<file path="src/rtl/decoder_stage_seq.sv">
// Instruction queue plus stage sequencer: call forms get extra pre-stages before the normal stage.
// Pushed words reach the head one cycle later; when full, in_ready drops and pushes are ignored.
module decoder_stage_seq #(
  parameter int         DEPTH           = 2,
  parameter int         CALL_PRE_STAGES = 1,
  parameter logic [3:0] CC_CALL         = 4'hF,
  parameter int         STAGE_BITS      = 3
) (
  input  logic                     clk,
  input  logic                     reset,
  input  logic                     in_valid,
  input  logic [15:0]              in_inst,
  output logic                     in_ready,
  input  logic                     flush,
  output logic                     inst_valid,
  output logic [15:0]              inst,
  output logic [STAGE_BITS-1:0]    stage_idx,
  output logic                     pre_stage,
  output logic                     normal_stage,
  input  logic                     sc_inst_done,
  output logic                     inst_done,
  output logic [$clog2(DEPTH):0]   fill_count
);

  localparam int                    AW       = $clog2(DEPTH);
  localparam logic [AW:0]           FULL_CNT = (AW+1)'(DEPTH);
  localparam logic [STAGE_BITS-1:0] N_CALL   = STAGE_BITS'(CALL_PRE_STAGES);

  logic [15:0]           mem [DEPTH];
  logic [AW-1:0]         wr_ptr;
  logic [AW-1:0]         rd_ptr;
  logic [AW:0]           count;
  logic [STAGE_BITS-1:0] stage_q;
  logic [15:0]           head;
  logic                  is_call;
  logic [STAGE_BITS-1:0] n_pre;
  logic                  last_stage;
  logic                  push;
  logic                  pop;

  assign in_ready   = (count != FULL_CNT);
  assign inst_valid = (count != '0);
  assign fill_count = count;
  assign stage_idx  = stage_q;

  // Empty queue presents a zero word so classification never sees stale storage.
  assign head = inst_valid ? mem[rd_ptr] : 16'h0000;
  assign inst = head;

  assign is_call = inst_valid &&
                   (((head[15:12] == 4'b0000) && (head[11:8] == CC_CALL)) ||
                    (head[15:6] == 10'b0010000001));
  assign n_pre        = is_call ? N_CALL : '0;
  assign last_stage   = (stage_q == n_pre);
  assign pre_stage    = (stage_q < n_pre);
  assign normal_stage = !pre_stage;
  assign inst_done    = inst_valid && sc_inst_done && last_stage;

  assign push = in_valid && in_ready;
  assign pop  = inst_done;

  always_ff @(posedge clk) begin
    if (!reset && !flush && push) begin
      mem[wr_ptr] <= in_inst;
    end
  end

  always_ff @(posedge clk) begin
    if (reset || flush) begin
      wr_ptr  <= '0;
      rd_ptr  <= '0;
      count   <= '0;
      stage_q <= '0;
    end else begin
      if (push) begin
        wr_ptr <= wr_ptr + 1'b1;
      end
      if (pop) begin
        rd_ptr  <= rd_ptr + 1'b1;
        stage_q <= '0;
      end else if (sc_inst_done && inst_valid && !last_stage) begin
        stage_q <= stage_q + 1'b1;
      end
      case ({push, pop})
        2'b10:   count <= count + 1'b1;
        2'b01:   count <= count - 1'b1;
        default: count <= count;
      endcase
    end
  end

endmodule

</file>
<file path="config.mk">
export PLATFORM = sky130hd
export DESIGN_NAME = decoder_stage_seq
export DESIGN_NICKNAME = d
export VERILOG_FILES = /design/src/rtl/decoder_stage_seq.sv
export SDC_FILE = /design/constraint.sdc
export NUM_CORES = 1
export LEC_CHECK = 0
export BUFFER_PORTS_ARGS = -buffer_cell sky130_fd_sc_hd__buf_2
export CAP_MARGIN = 15
export CORE_MARGIN = 5
export CORE_UTILIZATION = 51
export DETAILED_ROUTE_END_ITERATION = 16
export GPL_TIMING_DRIVEN = 0
export PLACE_DENSITY = 0.78
export SLEW_MARGIN = 20
export SYNTH_ARGS = -nofsm -noshare
export SYNTH_HDL_FRONTEND = slang
export SYNTH_SLANG_ARGS = --single-unit
</file>
<file path="constraint.sdc">
create_clock -name clk -period 3.85 [get_ports clk]
set_clock_uncertainty 0.15 [all_clocks]
set_input_delay 0.1925 -clock clk [delete_from_list [all_inputs] [get_ports clk]]
set_output_delay 0.1925 -clock clk [all_outputs]
set_load 0.02 [all_outputs]
</file>
# Word-level counts from Yosys, hierarchy flattened
# Memories as Yosys holds them, arrays and structs flattened. A register that Yosys moved wholly into a read port is not among the register bits.
# Index checks and enable logic that the tools add are counted.
dict set report totals {
  reg_bits 7
  ramBits 32
  elab_cells 42
  mem_count 1
}
# memory words width rd rd_ports_with_merged_regs wr line
set memory_table {}
lappend memory_table {mem 2 16 1 1 1 29} ;# logic [15:0] mem [DEPTH];
dict set report classes {
  n_addsub 5
  magnitude_cmp 1
  n_eq_ne 6
  muxes 7
  reduce_logical 18
}
# op count
set ops {}
lappend ops {{two-way mux 16 bit} 1}
lappend ops {{equality test 10 x 8 -> 1 bit, second input constant} 1}
lappend ops {{logical AND 1 bit} 8}
lappend ops {{two-way mux 1 bit} 5}
lappend ops {{equality test 4 bit, second input constant} 1}
lappend ops {{logical NOT 1 bit} 4}
lappend ops {{logical NOT 4 bit} 1}
lappend ops {{case mux 2 bit (2 select lines)} 1}
lappend ops {{nonzero test 2 bit} 2}
lappend ops {{adder 3 x 1 -> 3 bit, second input constant} 1}
lappend ops {{equality test 3 x 1 -> 1 bit} 1}
lappend ops {{less-than comparator 3 x 1 -> 1 bit} 1}
lappend ops {{adder 1 bit, second input constant} 2}
lappend ops {{adder 2 x 1 -> 2 bit, second input constant} 1}
lappend ops {{equality test 2 x 1 -> 1 bit, second input constant} 1}
lappend ops {{equality test 2 bit, second input constant} 1}
lappend ops {{logical OR 1 bit} 2}
lappend ops {{inequality test 2 bit, second input constant} 1}
lappend ops {{OR reduction 2 bit} 1}
lappend ops {{subtractor 2 x 1 -> 2 bit, second input constant} 1}

# Depth between registers and ports, before layout
# Gate-level depths: netlist of the first run.
dict set report logic_depth {
  ltp_word 11
  ltp_mapped 13
}

# Worst setup path before layout of the first run
# No wires, ideal clock.
dict set report synth_timing {
  path_kind {flip-flop to flip-flop}
  start {reg count[0] (netlist: fill_count[0])}
  end {mem mem[0][0] (enable)}
  setup_ns 0.432
  t_arrival_ns 2.518
  required_ns 3.268
  path_slack_ns 0.750
  stages_incl_launch_ff 4
  period_less_slack_ns 3.100
  path_cell_list {dfxtp_1 nand2b_1 nand2_1 nor4_1}
}
dict set report synth_between {
  elab_chain_cells 5
}
# item line
set synth_lines {}
lappend synth_lines {{start: declaration} 32} ;# logic [AW:0] count;
lappend synth_lines {{start signal: assignment} 85} ;# 2'b10: count <= count + 1'b1;
lappend synth_lines {{start signal: assignment} 86} ;# 2'b01: count <= count - 1'b1;
lappend synth_lines {{start signal: assignment} 87} ;# default: count <= count;
lappend synth_lines {{inequality test 2 bit} 41} ;# assign in_ready = (count != FULL_CNT);
lappend synth_lines {{net in_ready} 13} ;# output logic in_ready,
lappend synth_lines {{logical AND 1 bit} 59} ;# assign push = in_valid && in_ready;
lappend synth_lines {{logical AND 1 bit} 63} ;# if (!reset && !flush && push) begin
lappend synth_lines {{two-way mux 1 bit} 63}
lappend synth_lines {{two-way mux 1 bit (implied by the code)} 64} ;# mem[wr_ptr] <= in_inst;
lappend synth_lines {{end: declaration} 29}
# The timed path passes the listed nets, and every way through them passes these cells.

==> qor.yml, run 1 <==
ctsResizeCount: 0
drv_cap: 0
crit_path_end_kind: "flop"
die_w_um: 67.1
synth_cell_types: 25
ant_nets: 0
clockBufferDepth: 2
clock.fmax_mhz: 297
grt_start_max_net_pins: 17
arrival_ns: 3.51
drt_wl_total_mm: 3.39
vias: 1199
hold_class: "in -> reg"
cp.required_ns: 4.00
ys_seq_area_frac: 0.675
drtPass1Iterations: 4
cts_tree: "built"
ir_drop_uv: 243
dieArea_um2: 4500
crit_type: "reg -> reg"
grt_usage: 0.175
initial_utilization: 0.539
tightest_slew_ns: 0.879
grt_pass1_vias: 1285
final_nets: 222
htreeDepth: 2
period_minus_slack_ns: 3.37
crit_fanout: 9
clk_latency_ns: 0.35
synth.net_count: 147
grt_pass1_wl_mm: 5.64
setup_viol: 0
die_y_um: 67.1
gp_congestion: 0.718
ctsHoldBuffers: 20
finalPower_uw: 819
grt_overflow: 0
synth_area_per_cell_um2: 13.5
clk_root_buffer_cell: "clkbuf_4"
fin_crit_sh: 0.875
ys_ff_latch: 40
avgRoutedWirePerCell_um: 14.0
core_um2: 3080
finalHoldViolations: 0
powerDensity_nw_per_um2: 366
outcome: "complete, no violations"
rows: 20
drt_iter0_markers: 59
area_growth_syn_to_layout_pct: 34.7
syn_area_um2: 1660
fin_setup_tns_ns: 0
report.final.slew_viol_count: 0
numPortBuffers: 46
dp.final_hpwl_mm: 2.32
yosysWarnings: 0
io_pins: 47
post_cts_buffers: 0
synth_cells: 123
leakagePower_nw: 0.891
drc_errors: 0
start_kind: "flop"
antenna_found_initial: 0
via_per_inst: 4.93
path_clk_slew_ns: 0.11
drive_gt1_frac: 0.307
antenna_cells: 0
clock-sinks: 40
rsz0062_at_grt: "false"
numCtsBuffers: 5
max_slew_margin: 0.409
-- cells in the mapped netlist, drive strengths merged --
library cell   n  area [µm²]
a21oi          3        15.0
and4           1        8.76
buf            4        25.0
dfxtp          8         160
edfxtp        32         961
ha             3        37.5
inv            4        15.0
mux2i         16         160
nand2          5        18.8
nand2b         1        6.26
nand3          2        10.0
nand4          1        6.26
nand4bb        1        11.3
nor2          23        86.3
nor3           6        30.0
nor4           3        25.0
nor4b          1        8.76
o21a           1        7.51
or3            1        6.26
xnor2          3        26.3
xor2           4        35.0
-- stage by stage --
step / area (µm²) / worst slack, ns / utilization / std cells / hold WS [ns]
2_1_floorplan: 1660 / 0.750 / - / 123 / 0.119
3_3_place_gp: 1950 / 0.266 / 0.632 / 213 / 0.230
3_5_place_dp: 1970 / 1.10 / 0.639 / 215 / 0.234
4_1_cts: 2240 / 0.519 / 0.726 / 243 / 0.0959
5_1_grt: 2240 / 0.235 / 0.726 / 243 / 0.132
6_report: 2240 / 0.482 / 0.726 / 243 / 0.121
-- final timing paths --
kind	from	end	slack [ns]	depth (start not counted)
setup reg to reg	flop	fill_count[1]	0.48	14
setup / recovery	flop	fill_count[1]	0.48	14
hold / removal	in_valid	wr_ptr	0.12	4
hold reg to reg	stage_idx[1]	stage_idx[1]	0.35	2
-- where the power goes --
part | total (mW) | switching [mW] | leakage [nW] | internal [mW]
clock | 0.234 | 0.127 | 0.0386 | 0.108
combinational | 0.104 | 0.0588 | 0.497 | 0.0455
sequential | 0.480 | 0.00434 | 0.355 | 0.476
total | 0.819 | 0.190 | 0.891 | 0.629
-- layout make-up --
class | instances | area [µm²]
Sequential cell | 40 | 1120
Fill cell | 227 | 842
Multi-Input combinational cell | 75 | 505
Timing Repair Buffer | 68 | 445
Clock buffer | 8 | 68.8
Tap cell | 44 | 55.1
Buffer | 4 | 25.0
Inverter | 4 | 15.0
-- kinds of logic (layout without fill, tap and decap cells) --
family | after synthesis | after routing | synth area share
flops | 40 | 40 | 0.675
simple gates | 45 | 45 | 0.131
compound gates | 4 | 4 | 0.0136
fa+ha+maj | 3 | 3 | 0.0226
buf+inv | 8 | 84 | 0.0241
xor+xnor | 7 | 7 | 0.0369
mux | 16 | 16 | 0.0965
-- cell usage in the layout (no fill, tap or decap), types with 2 or more instances in the layout --
cell type / netlist / final
buf_2: 2 / 48
edfxtp_1: 32 / 32
nor2_1: 23 / 23
dlygate4sd3_1: 0 / 20
mux2i_1: 16 / 16
dfxtp_1: 8 / 8
nor3_1: 6 / 6
nand2_1: 5 / 5
clkbuf_4: 0 / 5
xor2_1: 4 / 4
inv_1: 3 / 3
a21oi_1: 3 / 3
xnor2_1: 3 / 3
ha_1: 3 / 3
nor4_2: 1 / 2
nand3_1: 2 / 2
clkbuf_8: 0 / 2
buf_4: 0 / 2
-- sequential cells by signal, summed over array words and instances, names as in the netlist, named ones only --
register / count
rd_ptr: 1
mem: 32
fill_count: 2
wr_ptr: 1
stage_idx: 3
-- critical path, stage by stage (launching register included) --
cell,delay [ns]
dfxtp_1,0.34
buf_6,0.15
mux2i_1,0.34
nand4bb_1,0.14
nor4b_1,0.27
o21a_1,0.17
ha_1,0.23
nand4_1,0.15
inv_1,0.08
ha_1,0.22
xnor2_1,0.15
nor2_1,0.07
xnor2_1,0.12
nor3_1,0.16
dlygate4sd3_1,0.58
-- routing by layer --
layer,routed length [µm],GRT usage,share of wire,vias to the layer above
met5,0,0,0,-
li1,-,-,-,594
met2,1790,0.298,0.53,32
met4,54,0.0734,0.016,0
met1,1360,0.199,0.40,565
met3,190,0.0556,0.056,8
(Power assumes the default switching activity.)
==> run 2, diff against run 1 <==
Settings changed: ABC_AREA set to 1, CORE_UTILIZATION 51 to 52, PLACE_DENSITY 0.78 to 0.79, TNS_END_PERCENT set to 50.
==> qor.yml, run 2 <==
clockBufferDepth: 2  # unchanged
drt_wl_total_mm: 3.65  # was 3.39 mm
area_growth_syn_to_layout_pct: 30.8  # was 34.7%
numPortBuffers: 46  # unchanged
rsz0062_at_grt: "false"  # unchanged
numCtsBuffers: 5  # unchanged
syn_area_um2: 1820  # was 1660 µm²
dp.final_hpwl_mm: 2.53  # was 2.32 mm
start_kind: "flop"  # unchanged
antenna_found_initial: 0  # unchanged
synth.net_count: 207  # was 147
hold_class: "in -> reg"  # unchanged
crit_fanout: 10  # was 9
setup_viol: 0  # unchanged
ff2ff_path_depth: 15  # was 14
seqCellArea_um2: 1120  # unchanged
final_common_cell: "nand2_1"  # was buf_2
ir_drop_uv: 245  # was 243 µV
ctsHoldBuffers: 20  # unchanged
multiInputGateArea_um2: 542  # was 505 µm²
hold_start: "sc_inst_done"  # was in_valid
critical-path-top-delay-family: "simple AND/OR/NAND/NOR gates"  # was buffers and inverters
synth_cells: 183  # was 123
powerDensity_nw_per_um2: 335  # was 366 nW/µm²
drive_gt1_frac: 0.295  # was 0.307
cpMostUsedCell: "nand2_1"
path_clk_slew_ns: 0.11  # about the same
synth_top_cells_by_area: "edfxtp_1 (53%), nand2_1 (11%), dfxtp_1 (8.8%)"  # was edfxtp_1 (58%), dfxtp_1 (9.6%), mux2i_1 (9.6%)
via_per_inst: 4.72  # was 4.93
tightest_slew_ns: 0.814  # was 0.879 ns
crit_buf_inv: 0  # was 3
ys_top_cells_by_count: "nand2_1 (53), edfxtp_1 (32), inv_1 (22)"  # was edfxtp_1 (32), nor2_1 (23), mux2i_1 (16)
max_slew_margin: 0.457  # was 0.409
drt_iter0_markers: 50  # was 59
grtUsageMet1: 0.190  # was 0.199
clock-sinks: 40  # unchanged
drtPass1Iterations: 4  # unchanged
synth-edff-count: 32  # unchanged
dp.cells: 276  # was 215
rr_endpoint: "fill_count[1]"  # unchanged
final_cell_mix: "nand2_1 (53), buf_2 (46), edfxtp_1 (32), inv_1 (22), dlygate4sd3_1 (20)"  # was buf_2 (48), edfxtp_1 (32), nor2_1 (23), dlygate4sd3_1 (20), mux2i_1 (16)
crit_path_top_delay_cell: "nor2_2"  # was dlygate4sd3_1
io_pins: 47  # unchanged
synth_cell_types: 23  # was 25
clk_root_buffer_cell: "clkbuf_4"  # unchanged
grt_pass1_wl_mm: 6.33  # was 5.64 mm
dieArea_um2: 4780  # was 4500 µm²
grt_use_met3: 0.0567  # was 0.0556
use_met2: 0.280  # was 0.298
post_cts_buffers: 0  # unchanged
crit_type: "reg -> reg"  # unchanged
cts_tree: "built"  # unchanged
whs_endpoint: "stage_idx[0]"  # was wr_ptr
vias: 1436  # was 1199
slowest_delay_ns: 0.39  # was 0.58 ns
final_nets: 281  # was 222
finalHoldViolations: 0  # unchanged
r2r-start: "fill_count[1]"
clock.fmax_mhz: 360  # was 297 MHz
yosysWarnings: 0  # unchanged
worstHoldPathCells: 4  # unchanged
ys_ff_latch: 40  # unchanged
die_y_um: 69.1  # was 67.1 µm
grt_start_max_net_pins: 17  # unchanged
synth.most_common_cell: "nand2_1"  # was edfxtp_1
crit_path_end_kind: "flop"  # unchanged
largest_register_ff_count: 32  # unchanged
synth_top_area_share: 0.529  # was 0.579
core_um2: 3360  # was 3080 µm²
avgRoutedWirePerCell_um: 12.0  # was 14.0 µm
initial_utilization: 0.540  # was 0.539
ant_nets: 0  # unchanged
drc_errors: 0  # unchanged
post-route-util: 0.706  # was 0.726
synth-async-reset-ratio: 0  # unchanged
preCtsSetupSlack_ns: 1.11  # was 1.10 ns
ctsResizeCount: 0  # unchanged
cp.required_ns: 3.95  # was 4.00 ns
synth_area_per_cell_um2: 9.93  # was 13.5 µm²
final_cell_count_no_fill: 304  # was 243
fill_cells: 285  # was 227
htreeDepth: 2  # unchanged
arrival_ns: 2.88  # was 3.51 ns
antenna_cells: 0  # unchanged
ys_seq_area_frac: 0.617  # was 0.675
rows: 21  # was 20
grt_pass1_vias: 1519  # was 1285
clk_latency_ns: 0.35  # about the same
gp_congestion: 0.704  # was 0.718
report.final.slew_viol_count: 0  # unchanged
postLayoutCellArea_um2: 2380  # was 2240 µm²
yosysTopAreaCell: "edfxtp_1"  # unchanged
grt_usage: 0.165  # was 0.175
fin_crit_sh: 0.721  # was 0.875
die_w_um: 69.1  # was 67.1 µm
period_minus_slack_ns: 2.78  # was 3.37 ns
drv_cap: 0  # unchanged
placed_area_um2: 2120  # was 1970 µm²
synth_flop_cell: "edfxtp_1"  # unchanged
leakagePower_nw: 1.11  # was 0.891 nW
r2r_setup_slack_ns: 1.07  # was 0.48 ns
top_usage_layer: "met2"  # unchanged
setup_slack_ns: 1.07  # was 0.482 ns
grt_overflow: 0  # unchanged
path_cells: "nor2_2 -> nor2_1 -> nand2_1 -> nand2_1 -> nor2_1 -> nand2_1 -> nand2_1 -> ha_1 -> nand2_1 -> nor2_4 -> ha_1 -> a21oi_1 -> o21ai_0 -> o21ai_0 -> a21oi_1"  # was buf_6 -> mux2i_1 -> nand4bb_1 -> nor4b_1 -> o21a_1 -> ha_1 -> nand4_1 -> inv_1 -> ha_1 -> xnor2_1 -> nor2_1 -> xnor2_1 -> nor3_1 -> dlygate4sd3_1
outcome: "complete, no violations"  # unchanged
regMostFlops: "mem"  # unchanged
fin_setup_tns_ns: 0  # unchanged
## run 2: cell types whose count changed in the layout (fill, tap and decap cells not counted), sizes merged, moves of 4 or more
cell   delta
a21oi    +12
nand2    +51
nand3     +7
nor2      -5
o21ai     +6
nor3      -5
xor2      -4
inv      +24
mux2i    -16
## run 2: cell families after synthesis
| group | count (synthesis) | share of synthesized area |
|---|---|---|
| buffers and inverters | 32 | 0.0888 |
| AND/OR/NAND/NOR | 87 | 0.216 |
| adder cells (fa/ha/maj) | 3 | 0.0207 |
| flip-flops | 40 | 0.617 |
| AO/OA/AOI/OAI | 21 | 0.0578 |
## run 2: worst reg2reg max path, cell delays in order (launching register included)
cell and delay [ns]:
dfxtp_1 0.36, nor2_2 0.39, nor2_1 0.10, nand2_1 0.11, nand2_1 0.08, nor2_1 0.10
nand2_1 0.06, nand2_1 0.08, ha_1 0.23, nand2_1 0.16, nor2_4 0.07, ha_1 0.33
a21oi_1 0.12, o21ai_0 0.12, o21ai_0 0.17, a21oi_1 0.05
## run 2: through the flow
| step | power (mW) | hold WS (ns) |
|---|---|---|
| 2_1_floorplan | 0.549 | 0.141 |
| 3_3_place_gp | 0.580 | 0.232 |
| 3_5_place_dp | 0.584 | 0.235 |
| 4_1_cts | 0.805 | 0.0280 |
| 5_1_grt | 0.833 | 0.0575 |
| 6_report | 0.797 | 0.0501 |
## run 2: final cells by class
class	count	share of cell area
sequential	40	0.472
multi-input combinational	111	0.228
clock buffer	5	0.0158
clock inverter	3	0.00790
inverter	28	0.0453
timing repair buffer	67	0.184
tap	46	0.0242
buffer	4	0.0226
## run 2: layer usage
metal | vias to the layer above | part of all wire
li1 | 744 | -
met1 | 647 | 0.43
met2 | 35 | 0.49
met3 | 10 | 0.052
met4 | 0 | 0.022
met5 | - | 0
## run 2: report_power, final
| part | internal (mW) | switching (mW) |
|---|---|---|
| logic | 0.0470 | 0.0632 |
| clock network | 0.0687 | 0.139 |
| registers | 0.475 | 0.00353 |
| total | 0.591 | 0.205 |
## run 2: how the worst max path moves through the flow
stage / startpoint / to / depth (start not counted)
6_report: fill_count[1] / fill_count[1] / 15
5_1_grt: fill_count[1] / fill_count[1] / 15
4_1_cts: fill_count[1] / fill_count[1] / 15
3_5_place_dp: fill_count[1] / fill_count[1] / 15
3_3_place_gp: flush / mem[1][1] / 4
2_1_floorplan: fill_count[1] / fill_count[1] / 17
